===== config.mk =====
export PLATFORM = sky130hd
export DESIGN_NAME = adder_ahead_cla
export DESIGN_NICKNAME = d
export VERILOG_FILES = /design/src/rtl/adder_ahead_cla.sv
export SDC_FILE = /design/constraint.sdc
export NUM_CORES = 1
export LEC_CHECK = 0
export CAP_MARGIN = 5
export CORE_UTILIZATION = 45
export DETAILED_ROUTE_END_ITERATION = 7
export PLACE_DENSITY = 0.78
export SLEW_MARGIN = 20
export SYNTH_ARGS = -nofsm -noshare
export SYNTH_HDL_FRONTEND = slang
export SYNTH_HIERARCHICAL = 1
export SYNTH_SLANG_ARGS = --single-unit

===== constraint.sdc =====
create_clock -name clk -period 1 [get_ports clk]
set_clock_uncertainty 0.05 [all_clocks]
set_input_delay 0.15 -clock clk [delete_from_list [all_inputs] [get_ports clk]]
set_output_delay 0.15 -clock clk [all_outputs]
set_load 0.05 [all_outputs]

===== src/rtl/adder_ahead_cla.sv =====
// Registered two-level carry-lookahead adder built from 4-bit lookahead groups.
// Optional `define ADDER_AHEAD_OVF_EN adds a registered signed-overflow output ovf.

package adder_ahead_cla_pkg;

  // Flattened lookahead carry into position n of a 4-wide slice:
  // OR over j<n of g[j]&p[j+1..n-1], plus p[0..n-1]&ci. No term depends on a prior carry.
  function automatic logic la_carry(input logic [3:0] g, input logic [3:0] p,
                                    input logic ci, input int n);
    logic acc, term;
    acc = 1'b0;
    for (int j = 0; j < 4; j++) begin
      if (j < n) begin
        term = g[j];
        for (int m = 0; m < 4; m++)
          if (m > j && m < n) term = term & p[m];
        acc = acc | term;
      end
    end
    term = ci;
    for (int m = 0; m < 4; m++)
      if (m < n) term = term & p[m];
    return acc | term;
  endfunction

  function automatic logic la_prop(input logic [3:0] p, input int n);
    logic acc;
    acc = 1'b1;
    for (int m = 0; m < 4; m++)
      if (m < n) acc = acc & p[m];
    return acc;
  endfunction

endpackage

// One 4-bit lookahead group: bit carries, sum and group G/P.
module cla_group4
  import adder_ahead_cla_pkg::*;
(
  input  logic [3:0] x,
  input  logic [3:0] y,
  input  logic       ci,
  output logic [3:0] s,
  output logic       grp_g,
  output logic       grp_p
);
  logic [3:0] g, p, c;

  always_comb begin
    g = x & y;
    p = x ^ y;
    c = '0;
    for (int k = 0; k < 4; k++) c[k] = la_carry(g, p, ci, k);
    s     = p ^ c;
    grp_g = la_carry(g, p, 1'b0, 4);
    grp_p = la_prop(p, 4);
  end
endmodule

// Second-level carry unit over NUM_GRP groups; empty slots are tied to G=P=0
// and the block terms are taken at position NUM_GRP so the ties never matter.
module cla_carry_unit
  import adder_ahead_cla_pkg::*;
#(
  parameter int NUM_GRP = 4
) (
  input  logic [NUM_GRP-1:0] grp_g,
  input  logic [NUM_GRP-1:0] grp_p,
  input  logic               ci,
  output logic [NUM_GRP-1:0] c,
  output logic               c_out,
  output logic               g_out,
  output logic               p_out
);
  logic [3:0] gs, ps;

  always_comb begin
    gs = '0;
    ps = '0;
    gs[NUM_GRP-1:0] = grp_g;
    ps[NUM_GRP-1:0] = grp_p;
    c = '0;
    for (int k = 0; k < NUM_GRP; k++) c[k] = la_carry(gs, ps, ci, k);
    c_out = la_carry(gs, ps, ci, NUM_GRP);
    g_out = la_carry(gs, ps, 1'b0, NUM_GRP);
    p_out = la_prop(ps, NUM_GRP);
  end
endmodule

module adder_ahead_cla #(
  parameter int WIDTH = 16
) (
  input  logic             clk,
  input  logic             rst_n,
  input  logic             in_valid,
  input  logic [WIDTH-1:0] x,
  input  logic [WIDTH-1:0] y,
  input  logic             c_in,
  output logic             out_valid,
  output logic [WIDTH-1:0] sum,
  output logic             c_out,
  output logic             g_out,
`ifdef ADDER_AHEAD_OVF_EN
  output logic             ovf,
`endif
  output logic             p_out
);
  localparam int NUM_GRP = (WIDTH >= 4) ? WIDTH / 4 : 1;
  localparam int STAGES  = 1;

  generate
    if (!(WIDTH == 4 || WIDTH == 8 || WIDTH == 12 || WIDTH == 16)) begin : g_bad_width
      $error("adder_ahead_cla: WIDTH must be 4, 8, 12 or 16");
    end
  endgenerate

  typedef struct packed {
    logic [WIDTH-1:0] sum;
    logic             c_out;
    logic             g_out;
    logic             p_out;
`ifdef ADDER_AHEAD_OVF_EN
    logic             ovf;
`endif
  } res_t;

  logic [NUM_GRP-1:0][3:0] x_g, y_g, s_g;
  logic [NUM_GRP-1:0]      grp_g, grp_p, grp_ci;
  logic                    cu_c_out, cu_g, cu_p;
  logic [STAGES-1:0]       vld_pipe;
  res_t                    res_d, res_q;

  assign x_g = x;
  assign y_g = y;

  cla_group4 u_grp [NUM_GRP-1:0] (
    .x     (x_g),
    .y     (y_g),
    .ci    (grp_ci),
    .s     (s_g),
    .grp_g (grp_g),
    .grp_p (grp_p)
  );

  cla_carry_unit #(.NUM_GRP(NUM_GRP)) u_cu (
    .grp_g (grp_g),
    .grp_p (grp_p),
    .ci    (c_in),
    .c     (grp_ci),
    .c_out (cu_c_out),
    .g_out (cu_g),
    .p_out (cu_p)
  );

  always_comb begin
    res_d       = '0;
    res_d.sum   = s_g;
    res_d.c_out = cu_c_out;
    res_d.g_out = cu_g;
    res_d.p_out = cu_p;
`ifdef ADDER_AHEAD_OVF_EN
    // Carry into the MSB recovered from its sum bit: s = x ^ y ^ c.
    res_d.ovf   = (s_g[NUM_GRP-1][3] ^ x[WIDTH-1] ^ y[WIDTH-1]) ^ cu_c_out;
`endif
  end

  // Result registers load only on valid cycles, so idle operand garbage never lands.
  always_ff @(posedge clk or negedge rst_n) begin
    if (!rst_n) begin
      vld_pipe <= '0;
      res_q    <= '0;
    end else begin
      vld_pipe <= STAGES'({vld_pipe, in_valid});
      if (in_valid) res_q <= res_d;
    end
  end

  assign out_valid = vld_pipe[STAGES-1];
  assign sum       = res_q.sum;
  assign c_out     = res_q.c_out;
  assign g_out     = res_q.g_out;
  assign p_out     = res_q.p_out;
`ifdef ADDER_AHEAD_OVF_EN
  assign ovf       = res_q.ovf;
`endif

endmodule


==> results of run 1 <==
## Yosys cell counts
| library cell | n | area (um2) |
|---|---|---|
| sky130_fd_sc_hd__xnor2_1 | 7 | 61.3 |
| sky130_fd_sc_hd__a21o_1 | 4 | 30.0 |
| sky130_fd_sc_hd__dfrtp_1 | 20 | 500 |
| sky130_fd_sc_hd__a21oi_1 | 11 | 55.1 |
| sky130_fd_sc_hd__inv_1 | 8 | 30.0 |
| sky130_fd_sc_hd__fa_1 | 4 | 80.1 |
| sky130_fd_sc_hd__a21o_2 | 1 | 8.76 |
| sky130_fd_sc_hd__nor2_1 | 5 | 18.8 |
| sky130_fd_sc_hd__buf_4 | 1 | 7.51 |
| sky130_fd_sc_hd__o211ai_1 | 3 | 22.5 |
| sky130_fd_sc_hd__and3_1 | 1 | 6.26 |
| sky130_fd_sc_hd__xor2_1 | 5 | 43.8 |
| sky130_fd_sc_hd__a211oi_2 | 1 | 12.5 |
| sky130_fd_sc_hd__and4_2 | 4 | 40.0 |
| sky130_fd_sc_hd__buf_12 | 1 | 20.0 |
| sky130_fd_sc_hd__mux2_4 | 10 | 150 |
| sky130_fd_sc_hd__o21ai_0 | 3 | 15.0 |
| sky130_fd_sc_hd__mux2_2 | 9 | 101 |
| sky130_fd_sc_hd__buf_6 | 1 | 11.3 |
| sky130_fd_sc_hd__inv_2 | 1 | 3.75 |
| sky130_fd_sc_hd__o21a_1 | 4 | 30.0 |
| sky130_fd_sc_hd__nand2_1 | 8 | 30.0 |
| sky130_fd_sc_hd__ha_1 | 20 | 250 |
| sky130_fd_sc_hd__a21oi_2 | 1 | 8.76 |
| sky130_fd_sc_hd__o21ai_1 | 2 | 10.0 |
## through the flow
step | setup TNS [ns] | util [%] | std cells | hold slack [ns] | setup slack (ns)
2_1_floorplan | -16.26 | - | 135 | -0.196 | -1.41
4_1_cts | -17.53 | 95.3 | 283 | 0.117 | -1.33
3_5_place_dp | -28.81 | 85.4 | 263 | 0.460 | -2.04
3_3_place_gp | -26.97 | 85.4 | 263 | 0.457 | -1.89
## repair_timing
| item | in CTS |
|---|---|
| pin swaps | 30 |
| setup buffers | 16 |
| gates resized for setup | 96 |
| gates cloned | 1 |
| setup endpoints to repair | 39 |
## cells by family after synthesis
group	after synthesis	synth area share [%]
DFF	20	32.3
and+or+nand+nor	18	6.14
AOI/OAI and AO/OA	30	12.4
xor gates and xnor gates	12	6.79
muxes	19	16.2
adders and majority gates	24	21.3
buffers and inverters	12	4.69
==> impl_results.rst, run 1 <==
.. list-table::
   :header-rows: 1

   * - Metric
     - Value
   * - Synthesized area per cell
     - between 10 and 15 um2
   * - Clock buffer depth
     - 2
   * - Number of buffers created by CTS
     - 3
   * - Chip height
     - around 61 um
   * - Deepest level of the CTS H-tree
     - 1
   * - Post-synth design cell area
     - around 1500 um2
   * - Number of buffers inserted by hold repair at cts
     - 0
   * - Status
     - stopped before the end
   * - Starting density of the core
     - about 50%
   * - Count of standard-cell rows
     - 20
   * - Share of the yosys chip area belonging to registers
     - between 30% and 40%
   * - Clock Tree Root
     - sky130_fd_sc_hd__clkbuf_4
   * - Cell count after synthesis
     - 135
   * - Synthesized Nets
     - approximately 200
   * - I/O Pins
     - 56
   * - Yosys warning count
     - 6
   * - Number of buffer cells added on primary ports
     - 55
   * - Chip Width
     - 60.6 um
   * - Final HPWL from detailed placement
     - 3470 um
   * - Maximum number of pins on one net before global-route repair
     - 21
   * - First error
     - [ERROR DPL-0038] Utilization greater than 100%, impossible to legalize
   * - Placed standard-cell area
     - between 2000 and 3000 um2
   * - Clk sinks
     - 20
   * - Routability Congestion
     - about 0.86
   * - Stage where the run ended
     - 5_1_grt
   * - Kind of the worst endpoint
     - register data pin
   * - Number of synthesized register bits
     - 20
   * - Worst Endpoint after GRT Repair
     - sum[15]$_DFFE_PN0P_/D
   * - Library cells used by synthesis
     - 25
==> inputs of run 2 (changes only) <==
--- a/config.mk
+++ b/config.mk
@@ -6,9 +6,9 @@
 export NUM_CORES = 1
 export LEC_CHECK = 0
 export CAP_MARGIN = 5
-export CORE_UTILIZATION = 45
+export CORE_UTILIZATION = 40
 export DETAILED_ROUTE_END_ITERATION = 7
-export PLACE_DENSITY = 0.78
+export PLACE_DENSITY_LB_ADDON = 0.15
 export SLEW_MARGIN = 20
 export SYNTH_ARGS = -nofsm -noshare
 export SYNTH_HDL_FRONTEND = slang
==> run 2 against run 1 <==
Synthesized cell count did not move. The flow now finishes, with violations (negative setup slack). Synthesized area did not move.
==> impl_results.rst, run 2 <==
.. list-table::
   :header-rows: 1

   * - Metric
     - Value
   * - Total power divided by cell area
     - about 1600 nW/um2
   * - Synthesized Nets
     - 195 (unchanged)
   * - Clock buffer depth
     - 2 (unchanged)
   * - Violated checks
     - negative setup slack
   * - Cell count after synthesis
     - 135 (unchanged)
   * - Number of buffers created by CTS
     - 3 (unchanged)
   * - Detailed router's first-iteration violation count
     - 51
   * - Share of final-layout standard cells stronger than drive strength 1
     - between 70% and 80%
   * - Starting density of the core
     - 42.0% (-7.1 points)
   * - Area share of the largest cell type after synthesis
     - 32.3% (unchanged)
   * - Router iterations before antenna repair
     - 4
   * - Residual overflow from global routing
     - 0
   * - Share of the yosys chip area belonging to registers
     - 32.3% (unchanged)
   * - Post-detailed-route DRC marker count
     - 0
   * - Cell type with the highest aggregate area in the netlist
     - sky130_fd_sc_hd__dfrtp_1
   * - Switching power as a share of total power
     - a little under two fifths
   * - Final hold slack
     - approximately 0.19 ns
   * - Kind of capture point of the worst setup path
     - register
   * - Chip Width
     - 64.2 um (+5.9%)
   * - Initial antenna violation count
     - 0
   * - Final clock period utilization by the worst path
     - 244%
   * - Highest fanout seen on the critical path
     - 2
   * - Sequential cell fraction of total power
     - approximately a quarter
   * - TritonCTS clock tree
     - done
   * - Slew at the pin closest to its max-slew limit
     - roughly 0.23 ns
   * - Number of maximum-capacitance constraint violations
     - 0
   * - Mean number of vias per cell
     - between 5 and 6
   * - Final Net Count
     - slightly above 300
   * - Maximum number of pins on one net before global-route repair
     - 21
   * - Clk sinks
     - 20 (unchanged)
   * - Asr flop ratio synth
     - 100% (unchanged)
   * - Library cells used by synthesis
     - 25 (unchanged)
   * - Top layer reached by signal wires
     - met4
   * - Count of standard-cell rows
     - 22 (+10%)
   * - Most frequent cells in the layout
     - sky130_fd_sc_hd__buf_4 (43), sky130_fd_sc_hd__buf_12 (22), sky130_fd_sc_hd__dfrtp_1 (20)
   * - Residual antenna-violating net count after detailed routing
     - 0
   * - WL met1
     - ~2100 um
   * - Yosys warning count
     - 6 (unchanged)
   * - Deepest level of the CTS H-tree
     - 1 (unchanged)
   * - Number of synthesized register bits
     - 20 (unchanged)
   * - Chip height
     - 64.2 um (+5.9%)
   * - Wire length after detailed routing
     - around 5500 um
   * - Wire length of the first global-routing pass
     - approximately 8700 um
   * - Combinational power share
     - a little over three fifths
   * - Global routing usage summed across all routing layers
     - 28.3%
   * - Prevailing post-synth register cell
     - sky130_fd_sc_hd__dfrtp_1
   * - Routability Congestion
     - 0.812 (-5.2%)
   * - LEAKAGE
     - approximately 1.5 nW
   * - Most used standard cells in the synthesized netlist
     - sky130_fd_sc_hd__dfrtp_1 (20), sky130_fd_sc_hd__ha_1 (20), sky130_fd_sc_hd__a21oi_1 (11)
   * - Number of failing hold endpoints at the final stage
     - 0
   * - Clock insertion delay at the later pin of the skew report
     - 0.25 ns
   * - Crit path launch type
     - input port
   * - Synthesized area per cell
     - 11.5 um2 (unchanged)
   * - RSZ-0062 raised after global routing
     - true
   * - Final HPWL from detailed placement
     - 3160 um (-9.0%)
   * - Layout area overhead
     - 103%
   * - Max Fclk
     - slightly above 0.4 GHz
   * - Met2 layer wire length in the routed design
     - about 3100 um
   * - EDFF count, synth
     - 0 (unchanged)
   * - Main area contributors after synthesis
     - sky130_fd_sc_hd__dfrtp_1 (32%), sky130_fd_sc_hd__ha_1 (16%), sky130_fd_sc_hd__mux2_4 (9.7%)
   * - Clock slew at reported path FFs
     - roughly 0.070 ns
   * - Worst Setup Path Type
     - input port to register
   * - Worst setup slack after placement
     - -1.99 ns (+0.0510 ns)
   * - Clock period minus final worst setup slack
     - approximately 2.4 ns
   * - Via count of the first global-routing pass
     - about 1,800
   * - Detailed-route wire length per cell
     - 18.8 um
   * - Wire length on met3
     - 174 um
   * - Die Outline Area
     - 4120 um2
   * - Most common cell after layout, fill and taps aside
     - sky130_fd_sc_hd__buf_4
   * - Endpoints failing setup
     - 38
   * - Clock power share
     - 12.4%
   * - P_int
     - between 3 and 4 mW
   * - I/O Pins
     - 56 (unchanged)
   * - Clock Tree Root
     - sky130_fd_sc_hd__clkbuf_8
   * - Worst-case vdd ir drop
     - slightly below 900 uV
   * - Relative slew slack
     - roughly 85%
   * - Worst Path Arrival
     - around 2.5 ns
   * - Post-synth design cell area
     - 1550 um2 (unchanged)
   * - Routed vias
     - 1,504
   * - Number of buffer cells added on primary ports
     - 55 (unchanged)
   * - Crit path setup slack, layout
     - -1.44 ns
   * - Count of inserted antenna diode cells
     - 0
   * - Placeable Area
     - roughly 3700 um2
   * - Switching Power
     - 1.87 mW
   * - Data required time at the worst endpoint
     - around 1.1 ns
   * - Count of final max-slew check failures
     - 0
   * - Tightest Hold Check Type
     - input port to asynchronous set/reset pin
   * - Status
     - finished with violations
   * - Number of buffers inserted by hold repair at cts
     - 0 (unchanged)
   * - Max FFs per register
     - 16
==> run 2: final timing paths <==
check                      startpoint        end  depth (start not counted)  slack, ns
hold / removal                  rst_n     sum[8]                          2       0.19
max in group asynchronous       rst_n    sum[12]                          2       0.58
setup reg to reg               sum[9]     sum[9]                          2      -0.01
min in group clk             in_valid  out_valid                          2       0.34
hold reg to reg               sum[13]    sum[13]                          1       0.53
setup / recovery                 x[1]    sum[15]                         14      -1.44
==> run 2: final cells by class <==
cell class                      count  area (um2)
Multi-Input combinational cell    103        1350
Fill cell                         182         549
Inverter                            9        36.3
Clock buffer                        4        55.1
Timing Repair Buffer              109        1130
Sequential cell                    20         500
Tap cell                           48        60.1
==> run 2: power groups by stage <==
stage	registers [mW]	logic, mW	clock network [mW]
2_1_floorplan	1.76	0.685	0
3_3_place_gp	1.21	2.53	0
3_5_place_dp	1.23	2.58	0
4_1_cts	1.21	2.90	0.615
5_1_grt	1.23	3.19	0.655
6_report	1.22	3.06	0.606
==> run 2: through the flow <==
step	instance area (um2)	power, mW	util, %	TNS [ns]	cells
after global placement	2710	3.74	73.4	-27.19	268
final	3140	4.89	85.1	-17.19	293
after floorplan	1670	2.44	-	-16.26	135
after detailed placement	2710	3.81	73.4	-27.93	268
after global routing	3140	5.08	85.1	-18.29	293
after CTS	3160	4.72	85.8	-17.18	291
==> run 2: critical path, cell delays in order <==
cell	delay [ns]
sky130_fd_sc_hd__buf_6	0.10
sky130_fd_sc_hd__ha_4	0.22
sky130_fd_sc_hd__a21o_1	0.20
sky130_fd_sc_hd__a21o_2	0.20
sky130_fd_sc_hd__a21o_1	0.16
sky130_fd_sc_hd__a21o_1	0.18
sky130_fd_sc_hd__a21oi_2	0.17
sky130_fd_sc_hd__inv_2	0.05
sky130_fd_sc_hd__a21o_1	0.17
sky130_fd_sc_hd__ha_2	0.20
sky130_fd_sc_hd__o211ai_1	0.20
sky130_fd_sc_hd__nand2_1	0.11
sky130_fd_sc_hd__xor2_1	0.16
sky130_fd_sc_hd__mux2_4	0.25
==> run 2: cell families after synthesis <==
| group | Yosys count | share of synthesized area [%] |
|---|---|---|
| compound gates | 30 | 12.4 |
| buf+inv | 12 | 4.69 |
| flops | 20 | 32.3 |
| xor+xnor | 12 | 6.79 |
| fa+ha+maj | 24 | 21.3 |
| mux | 19 | 16.2 |
| simple gates | 18 | 6.14 |
==> run 2: timing repair <==
item	4_1_cts	5_1_grt
gates cloned	0	0
hold endpoints to repair	0	0
buffers inserted	21	12
setup endpoints to repair	39	39
pin swaps	48	32
gates resized for setup	144	45
==> run 2: per-layer routing <==
| metal | track usage (%) | vias to the layer above |
|---|---|---|
| met5 | 0 | - |
| met4 | 12.2 | 0 |
| met3 | 2.50 | 15 |
| met2 | 58.2 | 58 |
| met1 | 28.0 | 737 |
| li1 | - | 694 |
No activity file was read; power rests on OpenSTA's default activity.
==> inputs of run 3 (changes only) <==
--- a/config.mk
+++ b/config.mk
@@ -7,6 +7,7 @@
 export LEC_CHECK = 0
 export CAP_MARGIN = 5
 export CORE_UTILIZATION = 40
+export CTS_BUF_LIST = sky130_fd_sc_hd__clkbuf_8 sky130_fd_sc_hd__clkbuf_16
 export DETAILED_ROUTE_END_ITERATION = 7
 export PLACE_DENSITY_LB_ADDON = 0.15
 export SLEW_MARGIN = 20
==> results of run 3 <==
Same layout as run 2: the final DEF is identical, and so are final timing and power.
